**src/rtl/led_pkg.sv**
```systemverilog
// led_pkg: shared types and default constants for the LED runner.
// Provides the runner state enum and default width/debounce settings.
package led_pkg;

  localparam int LED_W_DEF    = 8;
  localparam int DEBOUNCE_DEF = 1_000_000;

  typedef enum logic [1:0] {
    RUN_UP   = 2'd0,
    RUN_DN   = 2'd1,
    PAUSE_UP = 2'd2,
    PAUSE_DN = 2'd3
  } state_t;

endpackage

```
**src/rtl/key_debounce.sv**
```systemverilog
// key_debounce: 2-flop sync plus stable-time filter for a raw key.
// Ports: i_clk, i_rst_n, i_key_n (raw, active-low) -> o_press (1-cycle).
module key_debounce
  import led_pkg::*;
#(
  parameter int DEBOUNCE_CYCLES = DEBOUNCE_DEF
) (
  input  logic i_clk,
  input  logic i_rst_n,
  input  logic i_key_n,
  output logic o_press
);

  localparam int CW = $clog2(DEBOUNCE_CYCLES);
  localparam logic [CW-1:0] CNT_MAX = CW'(DEBOUNCE_CYCLES - 1);

  logic          sync1;
  logic          sync2;
  logic          stable;
  logic [CW-1:0] cnt;

  // Count consecutive cycles where the synced key disagrees with
  // the stable value; any agreement restarts the count.
  always_ff @(posedge i_clk or negedge i_rst_n) begin
    if (!i_rst_n) begin
      sync1   <= 1'b1;
      sync2   <= 1'b1;
      stable  <= 1'b1;
      cnt     <= '0;
      o_press <= 1'b0;
    end else begin
      sync1   <= i_key_n;
      sync2   <= sync1;
      o_press <= 1'b0;
      if (sync2 == stable) begin
        cnt <= '0;
      end else if (cnt == CNT_MAX) begin
        cnt     <= '0;
        stable  <= sync2;
        o_press <= ~sync2;
      end else begin
        cnt <= cnt + 1'b1;
      end
    end
  end

endmodule

```
**src/rtl/led_runner.sv**
```systemverilog
// led_runner: one-hot LED chaser, circular or ping-pong, key pause.
// Ports: i_next_led step, i_key_n, i_dir, i_bounce -> o_led/o_wrap/o_paused.
module led_runner
  import led_pkg::*;
#(
  parameter int LED_W           = LED_W_DEF,
  parameter int DEBOUNCE_CYCLES = DEBOUNCE_DEF
) (
  input  logic             i_clk,
  input  logic             i_rst_n,
  input  logic             i_next_led,
  input  logic             i_key_n,
  input  logic             i_dir,
  input  logic             i_bounce,
  output logic [LED_W-1:0] o_led,
  output logic             o_wrap,
  output logic             o_paused
);

  localparam logic [LED_W-1:0] LSB  = LED_W'(1);
  localparam logic [LED_W-1:0] LSB2 = LSB << 1;
  localparam logic [LED_W-1:0] MSB  = LSB << (LED_W - 1);
  localparam logic [LED_W-1:0] MSB2 = LSB << (LED_W - 2);

  state_t state;
  logic   press;
  logic   led_ok;
  logic   at_top;
  logic   at_bot;

  key_debounce #(
    .DEBOUNCE_CYCLES(DEBOUNCE_CYCLES)
  ) u_deb (
    .i_clk  (i_clk),
    .i_rst_n(i_rst_n),
    .i_key_n(i_key_n),
    .o_press(press)
  );

  // Exactly one bit set; anything else forces recovery.
  assign led_ok = (o_led != '0) &&
                  ((o_led & (o_led - 1'b1)) == '0);
  assign at_top = o_led[LED_W-1];
  assign at_bot = o_led[0];

  always_ff @(posedge i_clk or negedge i_rst_n) begin
    if (!i_rst_n) begin
      state    <= RUN_UP;
      o_led    <= LSB;
      o_wrap   <= 1'b0;
      o_paused <= 1'b0;
    end else begin
      o_wrap <= 1'b0;
      if (!led_ok) begin
        state    <= RUN_UP;
        o_led    <= LSB;
        o_paused <= 1'b0;
      end else begin
        case (state)
          RUN_UP, RUN_DN: begin
            // A press wins over a step in the same cycle.
            if (press) begin
              state    <= (state == RUN_UP) ? PAUSE_UP : PAUSE_DN;
              o_paused <= 1'b1;
            end else if (i_next_led) begin
              if (!i_bounce) begin
                if (i_dir) begin
                  state  <= RUN_UP;
                  o_led  <= at_top ? LSB : (o_led << 1);
                  o_wrap <= at_top;
                end else begin
                  state  <= RUN_DN;
                  o_led  <= at_bot ? MSB : (o_led >> 1);
                  o_wrap <= at_bot;
                end
              end else if (state == RUN_UP) begin
                if (at_top) begin
                  state  <= RUN_DN;
                  o_led  <= MSB2;
                  o_wrap <= 1'b1;
                end else begin
                  o_led <= o_led << 1;
                end
              end else begin
                if (at_bot) begin
                  state  <= RUN_UP;
                  o_led  <= LSB2;
                  o_wrap <= 1'b1;
                end else begin
                  o_led <= o_led >> 1;
                end
              end
            end
          end
          PAUSE_UP: begin
            if (press) begin
              state    <= RUN_UP;
              o_paused <= 1'b0;
            end
          end
          PAUSE_DN: begin
            if (press) begin
              state    <= RUN_DN;
              o_paused <= 1'b0;
            end
          end
          default: begin
            state    <= RUN_UP;
            o_led    <= LSB;
            o_paused <= 1'b0;
          end
        endcase
      end
    end
  end

endmodule

```
**config.mk**
```make
export PLATFORM = sky130hd
export DESIGN_NAME = led_runner
export DESIGN_NICKNAME = d
export VERILOG_FILES = /design/src/rtl/led_pkg.sv /design/src/rtl/key_debounce.sv /design/src/rtl/led_runner.sv
export SDC_FILE = /design/constraint.sdc
export NUM_CORES = 1
export LEC_CHECK = 0
export BUFFER_PORTS_ARGS = -buffer_cell sky130_fd_sc_hd__buf_2
export CAP_MARGIN = 20
export CORE_AREA = 3 3 60 90
export CTS_BUF_LIST = sky130_fd_sc_hd__clkbuf_4
export DETAILED_ROUTE_END_ITERATION = 6
export DIE_AREA = 0 0 63 93
export PLACE_DENSITY = 0.6
export SYNTH_ARGS = -nofsm -noshare
export SYNTH_HDL_FRONTEND = slang
export SYNTH_SLANG_ARGS = --single-unit
```
**constraint.sdc**
```tcl
create_clock -name i_clk -period 2.42 [get_ports i_clk]
set_input_delay 0.242 -clock i_clk [delete_from_list [all_inputs] [get_ports i_clk]]
set_output_delay 0.242 -clock i_clk [all_outputs]
set_load 0.01 [all_outputs]
```
==> flow_metrics.tcl <==
set metrics [dict create \
    ys_ff_latch 36 \
    hold_slack_ns 0.338 \
    viasPerCell 5.07 \
    wl_per_cell_um 12.7 \
    drcViolationCount 0 \
    postRouteAntennaNets 0 \
    multiInputGateArea_um2 902 \
    skew_ns 0.0265 \
    synth.distinct_cells 42 \
    syn-num-nets 206 \
    worstMarginPinSlew_ns 0.817 \
    synth_edf_count 0 \
    end_kind "flop" \
    area.sequential_um2 906 \
    ir_drop_mv 0.294 \
    final_cells 285 \
    path_buf_inv 1 \
    grt_pass1_wl_um 6680 \
    firstDrtPassIters 4 \
    clkSinkCount 36 \
    die_height_um 93 \
    cts_buffers 5 \
    cts_buffer_depth 2 \
    path_cells "or4_1 -> nor3_2 -> nand4_1 -> nand2b_1 -> buf_4 -> nor2_1" \
    drtIter0Drc 82 \
    gp_congestion 0.796 \
    period_share_pct 76.4 \
    async_flop_share_pct 100 \
    worst_ep_arrival_time_ns 2.06 \
    status "finished clean" \
    crit_required_ns 2.63 \
    p_leak_nw 0.913 \
    ioPinCount 16 \
    cp_slowest_cell "or4_1" \
    first_global_vias 1482 \
    hold_path_class "in2reg" \
    clkTransAtPathRegs_ns 0.11 \
    overflow 0 \
    num_rows 31 \
    finalSetupViolCount 0 \
    die_area_um2 5860 \
    fill_cells 495 \
    slew_headroom_pct 45.5 \
    cts_root_buf "clkbuf_4" \
    area_growth_pct 11.3 \
    hold_viol_final 0 \
    maxSlewViolCount 0 \
    syn_area_um2 1870 \
    diodes 0 \
    yosysSeqAreaShare_pct 48.5 \
    num_vias 1446 \
    grt_setup_unrepaired "no" \
    synth_cells 199 \
    dp.cells 275 \
    crit_family "simple AND/OR/NAND/NOR gates" \
    finalNetCount 225 \
    routed_wl_um 3630 \
    core-area_um2 4770 \
    cts_max_level 2 \
    ys.flop_type "dfrtp_1" \
    die_x_um 63 \
    dp_hpwl_um 2430 \
    maxCapViolations 0 \
    cts_setup_buffers 0 \
    worstSetupPathType "reg2reg" \
    worstSetupStartpointType "flop" \
    cts_tree "built" \
    crit_fanout 19 \
    max_freq_mhz 541 \
    drive_above_1_share_pct 15.5 \
    grt_max_degree 37 \
    synth_warnings 0 \
    insertion_delay_ns 0.35 \
    grt_usage_pct 14.2 \
    p_per_area_nw_per_um2 817 \
    start_util_pct 39.2 \
    antenna_found_initial 0 \
    slowest_delay_ns 0.56 \
    fin_tns_setup_ns 0 \
    syn_avg_cell_area_um2 9.39 \
    port_buffers 15 \
    min_period_ns 1.85 \
]
cell families (layout without fill, tap and decap cells):
family,after synthesis,after routing,share of synthesized area [%]
AO/OA/AOI/OAI,34,34,11.6
XOR/XNOR,19,19,8.90
adder cells (fa/ha/maj),2,2,1.20
buffers and inverters,12,32,3.28
flip-flops,36,36,48.5
multiplexers,2,2,1.14
AND/OR/NAND/NOR,94,94,25.4
registers in the layout (all words and copies together), names as in the netlist:
| signal | cells |
|---|---|
| o_led | 8 |
| o_paused | 1 |
| o_wrap | 1 |
| state | 2 |
| u_deb.cnt | 20 |
| u_deb.o_press | 1 |
| u_deb.stable | 1 |
| u_deb.sync1 | 1 |
| u_deb.sync2 | 1 |
repair_timing:
item	CTS	global route
resized for setup	0	0
endpoints found under the hold margin	19	0
hold buffers	2	0
cell usage after synthesis (5+ instances only):
master    instances  area share (%)
o21ai_0           9             2.4
nand2_1          13             2.6
xor2_1           12             5.6
xnor2_1           7             3.3
nor3b_1           5             2.0
a21oi_1           6             1.6
dfrtp_1          32              43
nand3_1          11             2.9
a211oi_1          6             2.4
nor2_1           37             7.4
nand2b_1          6             2.0
stage by stage:
stage | setup WS, ns | util [%] | power [W] | instance area, um2
CTS | 0.551 | 43.6 | 0.00173 | 2080
floorplan | 0.729 | - | 0.00117 | 1870
detailed placement | 0.580 | 42.0 | 0.00138 | 2000
global route | 0.473 | 43.6 | 0.00184 | 2080
finish | 0.570 | 43.6 | 0.00170 | 2080
global placement | 0.622 | 42.0 | 0.00138 | 2000
routing by layer:
layer / GRT usage [%] / share of wire [%]
met1: 15.8 / 44
met3: 2.16 / 3.9
met5: 0 / 0
met2: 25.3 / 51
met4: 8.66 / 1.7
worst register-to-register path, cell delays in order (launching register included):
cell	delay [ns]
dfrtp_1	0.45
or4_1	0.56
nor3_2	0.11
nand4_1	0.18
nand2b_1	0.12
buf_4	0.23
nor2_1	0.08
report_power, final:
| group | leakage, nW | switching, W | total, W | internal [W] |
|---|---|---|---|---|
| clock | 0.0361 | 0.000196 | 0.000331 | 0.000136 |
| combinational | 0.395 | 0.000324 | 0.000564 | 0.000240 |
| sequential | 0.482 | 0.000123 | 0.000804 | 0.000681 |
placed cells by master, fill, tap and decap left out, drive strengths merged, types with 5 or more instances in the layout:
cell type / synthesis / routed
a211oi: 6 / 6
xnor2: 7 / 7
nand2: 13 / 13
xor2: 12 / 12
o21ai: 9 / 9
clkbuf: 4 / 7
nand3: 11 / 11
a21oi: 6 / 6
nor2: 37 / 37
nor3b: 5 / 5
dfrtp: 32 / 32
nand2b: 6 / 6
buf: 4 / 18
final cells by class:
cell class,instances,share of cell area (%)
sequential,36,43.5
multi-input combinational,151,43.4
timing repair buffer,20,5.65
tap,66,3.97
clock buffer,7,2.53
inverter,4,0.722
clock inverter,1,0.241
final timing paths:
| path | from | end | slack [ns] | depth (start not counted) |
|---|---|---|---|---|
| min in group asynchronous | i_rst_n | o_wrap | 0.51 | 2 |
| max reg2reg | u_deb.cnt[6] | u_deb.cnt[5] | 0.57 | 6 |
| max | u_deb.cnt[6] | u_deb.cnt[5] | 0.57 | 6 |
| min | i_dir | state[0] | 0.34 | 4 |
| max in group asynchronous | i_rst_n | u_deb.cnt[18] | 1.36 | 2 |
| min reg2reg | u_deb.sync1 | u_deb.sync2 | 0.36 | 0 |
Note: power is estimated with default switching activity, not from simulation.
